<file path="config.mk">
export PLATFORM = sky130hd
export DESIGN_NAME = i2c_target_core
export DESIGN_NICKNAME = d
export VERILOG_FILES = /design/src/rtl/i2c_target_core.sv
export SDC_FILE = /design/constraint.sdc
export NUM_CORES = 1
export LEC_CHECK = 0
export ABC_AREA = 0
export CAP_MARGIN = 20
export CORE_UTILIZATION = 45
export CTS_CLUSTER_SIZE = 24
export DETAILED_ROUTE_END_ITERATION = 10
export PLACE_DENSITY = 0.75
export SETUP_SLACK_MARGIN = 0.02
export SLEW_MARGIN = 20
export SYNTH_ARGS = -nofsm -noshare
export SYNTH_HDL_FRONTEND = slang
export SYNTH_SLANG_ARGS = --single-unit
</file>
<file path="constraint.sdc">
create_clock -name clk_i -period 4.2 [get_ports clk_i]
set_input_delay 0.84 -clock clk_i [delete_from_list [all_inputs] [get_ports clk_i]]
set_output_delay 0.84 -clock clk_i [all_outputs]
set_load 0.02 [all_outputs]
</file>
<file path="src/rtl/i2c_target_core.sv">
// I2C target engine: synchronises the pads, detects START/STOP, matches a
// 7-bit device address, and moves bytes to and from a local byte interface.
// SCL is never driven, and the target never stretches the clock.
module i2c_target_core #(
    parameter logic [6:0] DEV_ADDR    = 7'h42,
    parameter int          SYNC_STAGES = 2
) (
    input  logic       clk_i,
    input  logic       rst_ni,
    input  logic       scl_pad_i,
    output logic       scl_pad_o,
    output logic       scl_padoen_o,
    input  logic       sda_pad_i,
    output logic       sda_pad_o,
    output logic       sda_padoen_o,
    output logic [7:0] rx_data_o,
    output logic       rx_valid_o,
    input  logic [7:0] tx_data_i,
    output logic       tx_rd_o,
    output logic       start_o,
    output logic       stop_o,
    output logic       nack_o,
    output logic       busy_o
);

    typedef enum logic [2:0] {
        S_IDLE,
        S_ADDR,
        S_ADDR_ACK,
        S_WR_DATA,
        S_WR_ACK,
        S_RD_DATA,
        S_RD_ACK
    } state_e;

    // Pad synchronisers and the delay stage used for edge detection.
    logic [SYNC_STAGES-1:0] scl_sync_q, scl_sync_d;
    logic [SYNC_STAGES-1:0] sda_sync_q, sda_sync_d;
    logic                   scl_dly_q, sda_dly_q;
    logic                   scl_s, sda_s;
    logic                   scl_rise, scl_fall, start_evt, stop_evt;

    // Engine state.
    state_e     state_q, state_d;
    logic [2:0] bit_cnt_q, bit_cnt_d;
    logic [7:0] sr_q, sr_d;
    logic       rw_q, rw_d;
    logic       ack_phase_q, ack_phase_d;
    logic       busy_q, busy_d;
    logic       sda_oen_q, sda_oen_d;
    logic [7:0] rx_data_q, rx_data_d;
    logic       rx_valid_q, rx_valid_d;
    logic       tx_rd_q, tx_rd_d;
    logic       start_q, start_d;
    logic       stop_q, stop_d;
    logic       nack_q, nack_d;

    // Shift each pad into its synchroniser chain.
    always_comb begin
        scl_sync_d = {scl_sync_q[SYNC_STAGES-2:0], scl_pad_i};
        sda_sync_d = {sda_sync_q[SYNC_STAGES-2:0], sda_pad_i};
    end

    // Synchroniser and delay flops; an idle bus reads as all ones.
    always_ff @(posedge clk_i or negedge rst_ni) begin
        if (!rst_ni) begin
            scl_sync_q <= '1;
            sda_sync_q <= '1;
            scl_dly_q  <= 1'b1;
            sda_dly_q  <= 1'b1;
        end else begin
            // NOTE: sequential state uses non-blocking assignments so every flop
            // samples the pre-edge values, independent of statement order.
            scl_sync_q <= scl_sync_d;
            sda_sync_q <= sda_sync_d;
            scl_dly_q  <= scl_s;
            sda_dly_q  <= sda_s;
        end
    end

    assign scl_s     = scl_sync_q[SYNC_STAGES-1];
    assign sda_s     = sda_sync_q[SYNC_STAGES-1];
    assign scl_rise  =  scl_s & ~scl_dly_q;
    assign scl_fall  = ~scl_s &  scl_dly_q;
    assign start_evt =  scl_s &  scl_dly_q & ~sda_s &  sda_dly_q;
    assign stop_evt  =  scl_s &  scl_dly_q &  sda_s & ~sda_dly_q;

    // Next-state logic: bus events first, then the bit-level protocol.
    always_comb begin
        // NOTE: every variable gets a default here so no path infers a latch.
        state_d     = state_q;
        bit_cnt_d   = bit_cnt_q;
        sr_d        = sr_q;
        rw_d        = rw_q;
        ack_phase_d = ack_phase_q;
        busy_d      = busy_q;
        sda_oen_d   = sda_oen_q;
        rx_data_d   = rx_data_q;
        rx_valid_d  = 1'b0;
        tx_rd_d     = 1'b0;
        start_d     = 1'b0;
        stop_d      = 1'b0;
        nack_d      = 1'b0;

        if (start_evt) begin
            start_d     = 1'b1;
            sda_oen_d   = 1'b1;
            busy_d      = 1'b0;
            bit_cnt_d   = 3'd0;
            ack_phase_d = 1'b0;
            state_d     = S_ADDR;
        end else if (stop_evt) begin
            stop_d      = busy_q;
            sda_oen_d   = 1'b1;
            busy_d      = 1'b0;
            bit_cnt_d   = 3'd0;
            ack_phase_d = 1'b0;
            state_d     = S_IDLE;
        end else begin
            // The read byte is taken in the cycle tx_rd_o is high, and its MSB
            // goes onto the bus straight away while SCL is still low.
            if (tx_rd_q && state_q == S_RD_DATA) begin
                sr_d      = tx_data_i;
                sda_oen_d = tx_data_i[7];
            end

            case (state_q)
                S_ADDR: begin
                    if (scl_rise) begin
                        sr_d      = {sr_q[6:0], sda_s};
                        bit_cnt_d = bit_cnt_q + 3'd1;
                        if (bit_cnt_q == 3'd7) begin
                            bit_cnt_d = 3'd0;
                            rw_d      = sda_s;
                            if (sr_q[6:0] == DEV_ADDR) begin
                                busy_d      = 1'b1;
                                ack_phase_d = 1'b0;
                                state_d     = S_ADDR_ACK;
                            end else begin
                                state_d = S_IDLE;
                            end
                        end
                    end
                end

                S_ADDR_ACK: begin
                    if (scl_fall) begin
                        if (!ack_phase_q) begin
                            sda_oen_d   = 1'b0;
                            ack_phase_d = 1'b1;
                        end else begin
                            ack_phase_d = 1'b0;
                            bit_cnt_d   = 3'd0;
                            if (rw_q) begin
                                tx_rd_d = 1'b1;
                                state_d = S_RD_DATA;
                            end else begin
                                sda_oen_d = 1'b1;
                                state_d   = S_WR_DATA;
                            end
                        end
                    end
                end

                S_WR_DATA: begin
                    if (scl_rise) begin
                        sr_d      = {sr_q[6:0], sda_s};
                        bit_cnt_d = bit_cnt_q + 3'd1;
                        if (bit_cnt_q == 3'd7) begin
                            rx_data_d   = {sr_q[6:0], sda_s};
                            rx_valid_d  = 1'b1;
                            bit_cnt_d   = 3'd0;
                            ack_phase_d = 1'b0;
                            state_d     = S_WR_ACK;
                        end
                    end
                end

                S_WR_ACK: begin
                    if (scl_fall) begin
                        if (!ack_phase_q) begin
                            sda_oen_d   = 1'b0;
                            ack_phase_d = 1'b1;
                        end else begin
                            sda_oen_d   = 1'b1;
                            ack_phase_d = 1'b0;
                            state_d     = S_WR_DATA;
                        end
                    end
                end

                S_RD_DATA: begin
                    if (scl_fall) begin
                        if (bit_cnt_q == 3'd7) begin
                            sda_oen_d   = 1'b1;
                            bit_cnt_d   = 3'd0;
                            ack_phase_d = 1'b0;
                            state_d     = S_RD_ACK;
                        end else begin
                            sda_oen_d = sr_q[6];
                            sr_d      = {sr_q[6:0], 1'b0};
                            bit_cnt_d = bit_cnt_q + 3'd1;
                        end
                    end
                end

                S_RD_ACK: begin
                    if (scl_rise) begin
                        if (sda_s) begin
                            nack_d    = 1'b1;
                            sda_oen_d = 1'b1;
                            state_d   = S_IDLE;
                        end else begin
                            ack_phase_d = 1'b1;
                        end
                    end else if (scl_fall && ack_phase_q) begin
                        tx_rd_d     = 1'b1;
                        ack_phase_d = 1'b0;
                        bit_cnt_d   = 3'd0;
                        state_d     = S_RD_DATA;
                    end
                end

                default: begin
                    // Idle or unaddressed: only START/STOP matter.
                end
            endcase
        end
    end

    // Engine registers; reset releases SDA without waiting for a clock.
    always_ff @(posedge clk_i or negedge rst_ni) begin
        if (!rst_ni) begin
            state_q     <= S_IDLE;
            bit_cnt_q   <= 3'd0;
            sr_q        <= 8'h00;
            rw_q        <= 1'b0;
            ack_phase_q <= 1'b0;
            busy_q      <= 1'b0;
            sda_oen_q   <= 1'b1;
            rx_data_q   <= 8'h00;
            rx_valid_q  <= 1'b0;
            tx_rd_q     <= 1'b0;
            start_q     <= 1'b0;
            stop_q      <= 1'b0;
            nack_q      <= 1'b0;
        end else begin
            state_q     <= state_d;
            bit_cnt_q   <= bit_cnt_d;
            sr_q        <= sr_d;
            rw_q        <= rw_d;
            ack_phase_q <= ack_phase_d;
            busy_q      <= busy_d;
            sda_oen_q   <= sda_oen_d;
            rx_data_q   <= rx_data_d;
            rx_valid_q  <= rx_valid_d;
            tx_rd_q     <= tx_rd_d;
            start_q     <= start_d;
            stop_q      <= stop_d;
            nack_q      <= nack_d;
        end
    end

    assign scl_pad_o    = 1'b0;
    assign scl_padoen_o = 1'b1;
    assign sda_pad_o    = 1'b0;
    assign sda_padoen_o = sda_oen_q;
    assign rx_data_o    = rx_data_q;
    assign rx_valid_o   = rx_valid_q;
    assign tx_rd_o      = tx_rd_q;
    assign start_o      = start_q;
    assign stop_o       = stop_q;
    assign nack_o       = nack_q;
    assign busy_o       = busy_q;

endmodule
</file>
==> results of run 1 <==
## power by group through the flow
stage	registers, mW	clock network (mW)	logic, mW
6_report	0.421	0.297	0.0960
5_1_grt	0.426	0.322	0.108
4_1_cts	0.420	0.306	0.0971
3_5_place_dp	0.426	0	0.0964
3_3_place_gp	0.426	0	0.0953
2_1_floorplan	0.409	0	0.0787
## state kept, by name, indices dropped and copies added, names as in the netlist, 2 cells and up
register and flops:
bit_cnt_q 3, rx_data_o 8, scl_sync_q 2, sda_sync_q 2
sr_q 7, state_q 3
## cells in the final DEF (no fill, tap or decap), drive strengths merged, types with 2 or more instances in the layout
master         instances
dfrtp                 29
clkdlybuf4s50         25
o21ai                 24
nand2                 17
nor2                  16
inv                   12
dfstp                  7
a22oi                  7
clkbuf                 6
nand3                  5
a21oi                  5
nor2b                  5
nor3                   5
a32oi                  4
mux2i                  3
nand4                  3
conb                   3
nand2b                 3
nor3b                  3
nand3b                 2
and3                   2
a31o                   2
o31ai                  2
ha                     2
and2b                  2
## kinds of logic (layout without fill, tap and decap cells)
kind of cell               Yosys count  after routing  synth area share
and+or+nand+nor                     67             67             0.201
other                                2              3           0.00395
AOI/OAI and AO/OA                   57             57             0.205
muxes                                4              4            0.0217
adders and majority gates            2              2            0.0132
buffers and inverters               27             46            0.0730
xor gates and xnor gates             1              1           0.00461
DFF                                 36             36             0.478
## worst max path at each step
stage                                         from                       to  slack, ns  cells after the start
after detailed placement   sda_sync_q[1]$_DFF_PN1_  ack_phase_q$_DFFE_PN0P_       2.18                      5
after floorplan           bit_cnt_q[0]$_DFFE_PN0P_      sr_q[4]$_DFFE_PN0P_       2.54                      7
after global placement      state_q[2]$_DFFE_PN0P_      sr_q[0]$_DFFE_PN0P_       2.21                      4
after global routing        sda_padoen_o$_DFF_PN1_             sda_padoen_o       1.90                      1
final                       sda_padoen_o$_DFF_PN1_             sda_padoen_o       1.95                      1
after CTS                   sda_padoen_o$_DFF_PN1_             sda_padoen_o       1.94                      1
## layer usage
metal	part of all wire	GRT usage	wire length, um
met1	0.47	0.271	1810
met3	0.050	0.0565	191
met2	0.45	0.269	1710
met5	0	0	0
met4	0.028	0.104	108
## final cells by class
type,instances,area (um^2)
Clock buffer,6,72.6
Clock inverter,2,35.0
Fill cell,364,1790
Inverter,12,45.0
Multi-Input combinational cell,134,857
Sequential cell,36,910
Tap cell,50,62.6
Timing Repair Buffer,26,255
## per-stage QoR
stage	util	area (um^2)	std cells
floorplan	-	1910	197
global placement	0.529	2130	258
detailed placement	0.529	2130	258
CTS	0.555	2240	266
global route	0.555	2240	266
finish	0.555	2240	266
==> metrics.txt, run 1 <==
# TYPE chip_impl_metric gauge
chip_impl_info{name="run_status",value="finished, final reports clean"} 1
chip_impl_info{name="worstSetupPathType",value="flip-flop to output port"} 1
chip_impl_metric{name="cts.repair.resized",unit=""} 0
chip_impl_metric{name="synthesis.area",unit="um^2"} 1900
chip_impl_metric{name="synth-async-reset-ratio",unit=""} 1.00
chip_impl_metric{name="wire_length_of_the_first_global_routing_pass",unit="um"} 6270
chip_impl_info{name="holdPathEnd",value="sda_sync_q[1]$_DFF_PN1_"} 1
chip_impl_metric{name="timing.max_cap.violations",unit=""} 0
chip_impl_info{name="crit_path_cell_trace",value="clkdlybuf4s50_1"} 1
chip_impl_metric{name="timing.fmax",unit="GHz"} 0.445
chip_impl_metric{name="cts_buffer_count",unit=""} 5
chip_impl_metric{name="clock_insertion_delay_worst_skew",unit="ns"} 0.29
chip_impl_metric{name="timing.final.crit_share",unit=""} 0.535
chip_impl_info{name="post-synth-top-count-cell",value="sky130_fd_sc_hd__dfrtp_1"} 1
chip_impl_info{name="timing.critical_path.to_type",value="output port"} 1
chip_impl_info{name="ctsRootBufferMaster",value="sky130_fd_sc_hd__clkbuf_8"} 1
chip_impl_metric{name="worst_setup_slack_after_placement",unit="ns"} 2.18
chip_impl_metric{name="worst_slew_margin_rel",unit=""} 0.468
chip_impl_metric{name="drt-initial-drc-count",unit=""} 195
chip_impl_metric{name="timing_worst_slew_pin_value",unit="ns"} 0.797
chip_impl_metric{name="synth_enable_flop_cells",unit=""} 0
chip_impl_metric{name="post_route_cells_drive_above_1_share",unit=""} 0.125
chip_impl_metric{name="numClockSinks",unit=""} 36
chip_impl_metric{name="static_leakage_power",unit="nW"} 0.947
chip_impl_metric{name="critical_path_arrival",unit="ns"} 1.41
chip_impl_metric{name="p_sw",unit="uW"} 212
chip_impl_info{name="max_stage_delay_cell_worst_path",value="sky130_fd_sc_hd__clkdlybuf4s50_1"} 1
chip_impl_metric{name="setup_viol",unit=""} 0
chip_impl_info{name="synth_largest_area_cell",value="sky130_fd_sc_hd__dfrtp_1"} 1
chip_impl_metric{name="total_detailed_routing_wirelength",unit="um"} 3820
chip_impl_metric{name="gr-usage-all-layers",unit=""} 0.195
chip_impl_metric{name="drt-vias-per-instance",unit=""} 5.50
chip_impl_metric{name="power.combinational.fraction",unit=""} 0.118
chip_impl_metric{name="hold_path_depth",unit=""} 0
chip_impl_metric{name="synth_area_per_cell",unit="um^2"} 9.70
chip_impl_metric{name="drc",unit=""} 0
chip_impl_metric{name="critical_path.max_fanout",unit=""} 2
chip_impl_metric{name="cts_hold_buf",unit=""} 0
chip_impl_metric{name="die_w",unit="um"} 67.0
chip_impl_metric{name="detailed_place_hpwl",unit="um"} 2630
chip_impl_metric{name="post_synth_inst_count",unit=""} 196
chip_impl_metric{name="antenna-diode-count",unit=""} 0
chip_impl_metric{name="synth_seq_area_share",unit=""} 0.478
chip_impl_metric{name="worst-endpoint-required",unit="ns"} 3.36
chip_impl_metric{name="htree_levels",unit=""} 2
chip_impl_metric{name="final.min_clock_period",unit="ns"} 2.25
chip_impl_metric{name="io_pins",unit=""} 30
chip_impl_metric{name="via_count",unit=""} 1464
chip_impl_metric{name="slew_violations",unit=""} 0
chip_impl_metric{name="post_drt_wl_per_cell",unit="um"} 14.4
chip_impl_metric{name="postCtsSetupRepairBufs",unit=""} 0
chip_impl_info{name="synth-main-ff-cell",value="sky130_fd_sc_hd__dfrtp_1"} 1
chip_impl_info{name="r2r-start",value="sda_sync_q[1]$_DFF_PN1_"} 1
chip_impl_metric{name="num-nets-final",unit=""} 229
chip_impl_metric{name="initial_utilization",unit=""} 0.472
chip_impl_metric{name="cp_num_buf_inv",unit=""} 1
chip_impl_metric{name="postRouteAntennaNets",unit=""} 0
chip_impl_info{name="synth.cells.most_frequent",value="sky130_fd_sc_hd__dfrtp_1, sky130_fd_sc_hd__nand2_1, sky130_fd_sc_hd__nor2_1, sky130_fd_sc_hd__o21ai_1, sky130_fd_sc_hd__inv_1"} 1
chip_impl_metric{name="netSwitchingFraction",unit=""} 0.261
chip_impl_info{name="worstHoldStart",value="sda_sync_q[0]$_DFF_PN1_"} 1
chip_impl_metric{name="vias_in_the_first_global_route",unit=""} 1308
chip_impl_metric{name="worst_stage_delay_on_the_critical_path",unit="ns"} 0.59
chip_impl_metric{name="finClkSkew",unit="ns"} 0.00585
chip_impl_metric{name="design.core.area",unit="um^2"} 4030
chip_impl_info{name="hold_path.class",value="flip-flop to flip-flop"} 1
chip_impl_metric{name="power.internal",unit="uW"} 602
chip_impl_metric{name="netlist-cell-type-count",unit=""} 56
chip_impl_metric{name="pwr_density_cell",unit="nW/um^2"} 364
chip_impl_metric{name="vertical_die_dimension",unit="um"} 67.0
chip_impl_metric{name="power.share.clock",unit=""} 0.365
chip_impl_metric{name="postLayoutSetupSlackWorst",unit="ns"} 1.95
chip_impl_metric{name="die_area",unit="um^2"} 4490
chip_impl_metric{name="gp_routability_congestion",unit=""} 0.876
chip_impl_metric{name="worst-r2r-setup-slack",unit="ns"} 2.13
chip_impl_metric{name="yosysWarnings",unit=""} 0
chip_impl_metric{name="detail_route.first_pass.iterations",unit=""} 4
chip_impl_metric{name="power_frac_seq",unit=""} 0.517
chip_impl_info{name="setup_repair_after_global_routing_missed_its_margin",value="no"} 1
chip_impl_metric{name="port_buffers",unit=""} 26
chip_impl_info{name="critical-path-top-delay-family",value="buffers and inverters"} 1
chip_impl_metric{name="placement_rows",unit=""} 23
chip_impl_metric{name="worst_hold_slack",unit="ns"} 0.356
chip_impl_metric{name="grt_start_max_net_pins",unit=""} 37
chip_impl_metric{name="grt_antenna_before_repair",unit=""} 0
chip_impl_info{name="tritoncts",value="yes"} 1
chip_impl_metric{name="hold_violations",unit=""} 0
chip_impl_metric{name="ys_seq_elements",unit=""} 36
chip_impl_metric{name="clk_pin_slew_worst_setup_hold_paths",unit="ns"} 0.07
chip_impl_metric{name="area.growth.synth_to_final",unit="%"} 17.6
chip_impl_metric{name="total_power",unit="uW"} 814
chip_impl_info{name="timing.rr.end",value="sr_q[3]$_DFFE_PN0P_"} 1
chip_impl_metric{name="reg2regPathDepth",unit=""} 5
chip_impl_metric{name="ir_worst_vdd",unit="uV"} 213
chip_impl_metric{name="globalRouteOverflowTotal",unit=""} 0
chip_impl_metric{name="clock_path_buffers",unit=""} 2
chip_impl_metric{name="synth_largest_type_area_fraction",unit=""} 0.382
chip_impl_info{name="yosys-top-cells-area",value="sky130_fd_sc_hd__dfrtp_1, sky130_fd_sc_hd__dfstp_2, sky130_fd_sc_hd__o21ai_1, sky130_fd_sc_hd__nand2_1, sky130_fd_sc_hd__buf_4"} 1
chip_impl_metric{name="fin_tns_setup",unit="ns"} 0
chip_impl_info{name="crit_path_start_kind",value="flip-flop"} 1
(Power assumes the default switching activity.)
==> run 2: changes to the inputs <==
PLACE_DENSITY = 0.77   (was 0.75)
clock period = 1.93 ns   (was 4.2 ns; I/O delays follow)
==> run 2 against run 1 <==
Effect of this change: total power grew 130%; design area grew 5.1%; count of clock-buffer cells in the layout grew 1; worst hold slack lost 0.0025 ns; first-iteration DRC count shrank 59%; core utilization grew 2.8 points; non-clock buffer count grew 11; combinational power grew 140%; final cell count grew 4.1%; via count grew 4.8%; die area is the same; clock skew grew 0.0049 ns; critical path type unchanged.
==> metrics.txt, run 2 (synthesis results as in run 1) <==
# TYPE chip_impl_metric gauge
chip_impl_metric{name="layout.filler_cells",unit=""} 353
chip_impl_metric{name="reg2regPathDepth",unit=""} 6
chip_impl_metric{name="post_drt_wl_per_cell",unit="um"} 14.1
chip_impl_metric{name="htree_levels",unit=""} 2
chip_impl_metric{name="grt_start_max_net_pins",unit=""} 37
chip_impl_metric{name="power.internal",unit="mW"} 1.39
chip_impl_info{name="run_status",value="finished, final reports clean"} 1
chip_impl_info{name="timing.rr.end",value="sr_q[4]$_DFFE_PN0P_"} 1
chip_impl_metric{name="ir_worst_vdd",unit="uV"} 540
chip_impl_metric{name="gr-usage-all-layers",unit=""} 0.203
chip_impl_metric{name="drc",unit=""} 0
chip_impl_metric{name="postLayoutSetupSlackWorst",unit="ns"} 0.129
chip_impl_metric{name="placement_rows",unit=""} 23
chip_impl_metric{name="post_route_cells_drive_above_1_share",unit=""} 0.167
chip_impl_info{name="most-common-layout-cells",value="sky130_fd_sc_hd__dfrtp_1, sky130_fd_sc_hd__clkdlybuf4s50_1, sky130_fd_sc_hd__nand2_1"} 1
chip_impl_info{name="r2r-start",value="bit_cnt_q[0]$_DFFE_PN0P_"} 1
chip_impl_info{name="max_stage_delay_cell_worst_path",value="sky130_fd_sc_hd__clkdlybuf4s50_1"} 1
chip_impl_metric{name="worst-endpoint-required",unit="ns"} 1.54
chip_impl_metric{name="port_buffers",unit=""} 26
chip_impl_metric{name="via_count",unit=""} 1534
chip_impl_info{name="holdPathEnd",value="scl_sync_q[1]$_DFF_PN1_"} 1
chip_impl_metric{name="vertical_die_dimension",unit="um"} 67.0
chip_impl_metric{name="detailed_place_hpwl",unit="um"} 2750
chip_impl_metric{name="power.share.clock",unit=""} 0.389
chip_impl_metric{name="hold_path_depth",unit=""} 0
chip_impl_metric{name="finClkSkew",unit="ns"} 0.0107
chip_impl_metric{name="timing.max_cap.violations",unit=""} 0
chip_impl_metric{name="cts_hold_buf",unit=""} 0
chip_impl_metric{name="total_detailed_routing_wirelength",unit="um"} 3910
chip_impl_metric{name="worst_setup_slack_after_placement",unit="ns"} 0.133
chip_impl_metric{name="globalRouteOverflowTotal",unit=""} 0
chip_impl_metric{name="cts_buffer_count",unit=""} 5
chip_impl_metric{name="p_sw",unit="uW"} 466
chip_impl_metric{name="gp_routability_congestion",unit=""} 0.906
chip_impl_metric{name="antenna-diode-count",unit=""} 0
chip_impl_metric{name="worst_stage_delay_on_the_critical_path",unit="ns"} 0.59
chip_impl_info{name="timing.critical_path.to_type",value="output port"} 1
chip_impl_info{name="worstHoldStart",value="scl_sync_q[0]$_DFF_PN1_"} 1
chip_impl_metric{name="static_leakage_power",unit="nW"} 1.01
chip_impl_metric{name="detail_route.first_pass.iterations",unit=""} 4
chip_impl_metric{name="die_area",unit="um^2"} 4490
chip_impl_metric{name="grt_antenna_before_repair",unit=""} 0
chip_impl_metric{name="power_frac_seq",unit=""} 0.486
chip_impl_metric{name="pwr_density_cell",unit="nW/um^2"} 791
chip_impl_metric{name="numClockSinks",unit=""} 36
chip_impl_metric{name="die_w",unit="um"} 67.0
chip_impl_metric{name="setup_viol",unit=""} 0
chip_impl_info{name="hold_path.class",value="flip-flop to flip-flop"} 1
chip_impl_metric{name="num-nets-final",unit=""} 240
chip_impl_metric{name="drt-initial-drc-count",unit=""} 79
chip_impl_metric{name="clock_insertion_delay_worst_skew",unit="ns"} 0.29
chip_impl_info{name="crit_path_cell_trace",value="clkdlybuf4s50_1"} 1
chip_impl_metric{name="place_area",unit="um^2"} 2210
chip_impl_metric{name="power.combinational.fraction",unit=""} 0.125
chip_impl_info{name="ctsRootBufferMaster",value="sky130_fd_sc_hd__clkbuf_8"} 1
chip_impl_metric{name="io_pins",unit=""} 30
chip_impl_metric{name="cp_num_buf_inv",unit=""} 1
chip_impl_metric{name="timing.final.crit_share",unit=""} 0.933
chip_impl_metric{name="critical_path.max_fanout",unit=""} 2
chip_impl_metric{name="final.min_clock_period",unit="ns"} 1.80
chip_impl_info{name="worstSetupPathType",value="flip-flop to output port"} 1
chip_impl_metric{name="timing.fmax",unit="GHz"} 0.555
chip_impl_metric{name="slew_violations",unit=""} 0
chip_impl_metric{name="design.core.area",unit="um^2"} 4030
chip_impl_metric{name="critical_path_arrival",unit="ns"} 1.41
chip_impl_metric{name="largest_register_ffs",unit=""} 8
chip_impl_metric{name="vias_in_the_first_global_route",unit=""} 1395
chip_impl_metric{name="initial_utilization",unit=""} 0.472
chip_impl_info{name="tritoncts",value="yes"} 1
chip_impl_metric{name="netSwitchingFraction",unit=""} 0.251
chip_impl_metric{name="postRouteAntennaNets",unit=""} 0
chip_impl_info{name="layout_commonest_cell",value="sky130_fd_sc_hd__dfrtp_1"} 1
chip_impl_metric{name="final_design_area_no_fill",unit="um^2"} 2350
chip_impl_metric{name="hold_violations",unit=""} 0
chip_impl_metric{name="area.growth.synth_to_final",unit="%"} 23.6
chip_impl_info{name="critical-path-top-delay-family",value="buffers and inverters"} 1
chip_impl_metric{name="clock_path_buffers",unit=""} 2
chip_impl_metric{name="worst-r2r-setup-slack",unit="ns"} 0.17
chip_impl_metric{name="clk_pin_slew_worst_setup_hold_paths",unit="ns"} 0.08
chip_impl_metric{name="drt-vias-per-instance",unit=""} 5.54
chip_impl_metric{name="fin_tns_setup",unit="ns"} 0
chip_impl_info{name="setup_repair_after_global_routing_missed_its_margin",value="no"} 1
chip_impl_info{name="crit_path_start_kind",value="flip-flop"} 1
chip_impl_metric{name="wire_length_of_the_first_global_routing_pass",unit="um"} 6620
## run 2: changes by cell type in the layout (fill, tap and decap cells not counted), sizes merged
| cell | change |
|---|---|
| buf | +10 |
| clkbuf | +1 |
| clkdlybuf4s50 | +1 |
| clkinv | -1 |
## run 2: per-layer routing
metal	track usage	up-vias	routed length, um
met5	0	-	0
met1	0.283	746	1810
met3	0.0565	5	179
met2	0.300	32	1870
li1	-	751	-
met4	0.0691	0	49
## run 2: repair_timing
| item | 4_1_cts | 5_1_grt |
|---|---|---|
| endpoints found under the setup margin | 0 | 9 |
| gates resized for setup | 0 | 1 |
| setup buffers | 0 | 1 |
## run 2: how the worst max path moves through the flow
stage | startpoint | to | slack [ns] | cells past startpoint
detailed placement | bit_cnt_q[0]$_DFFE_PN0P_ | sr_q[4]$_DFFE_PN0P_ | 0.13 | 6
global placement | bit_cnt_q[0]$_DFFE_PN0P_ | sr_q[4]$_DFFE_PN0P_ | 0.15 | 6
finish | sda_padoen_o$_DFF_PN1_ | sda_padoen_o | 0.13 | 1
CTS | bit_cnt_q[0]$_DFFE_PN0P_ | sr_q[4]$_DFFE_PN0P_ | 0.12 | 6
global route | bit_cnt_q[0]$_DFFE_PN0P_ | sr_q[3]$_DFFE_PN0P_ | 0.03 | 6
floorplan | bit_cnt_q[0]$_DFFE_PN0P_ | sr_q[4]$_DFFE_PN0P_ | 0.27 | 7
## run 2: through the flow
stage,utilization,hold WS (ns),cells,power (mW)
after floorplan,-,0.0904,197,1.06
after global placement,0.548,0.347,268,1.14
after detailed placement,0.548,0.347,268,1.15
after CTS,0.580,0.357,276,1.87
after global routing,0.584,0.362,277,1.95
final,0.584,0.354,277,1.86
## run 2: cell type report
class / count / area [um^2] / share of cell area
clock buffer: 7 / 96.3 / 0.0410
clock inverter: 1 / 30.0 / 0.0128
inverter: 12 / 45.0 / 0.0192
timing repair buffer: 37 / 343 / 0.146
sequential: 36 / 910 / 0.387
tap: 50 / 62.6 / 0.0266
multi-input combinational: 134 / 865 / 0.368
## run 2: power by group through the flow
stage	Clock, mW	Combinational (mW)	Sequential (mW)
detailed placement	0	0.234	0.914
CTS	0.732	0.234	0.902
floorplan	0	0.171	0.889
finish	0.722	0.233	0.904
global placement	0	0.228	0.917
global route	0.768	0.269	0.917
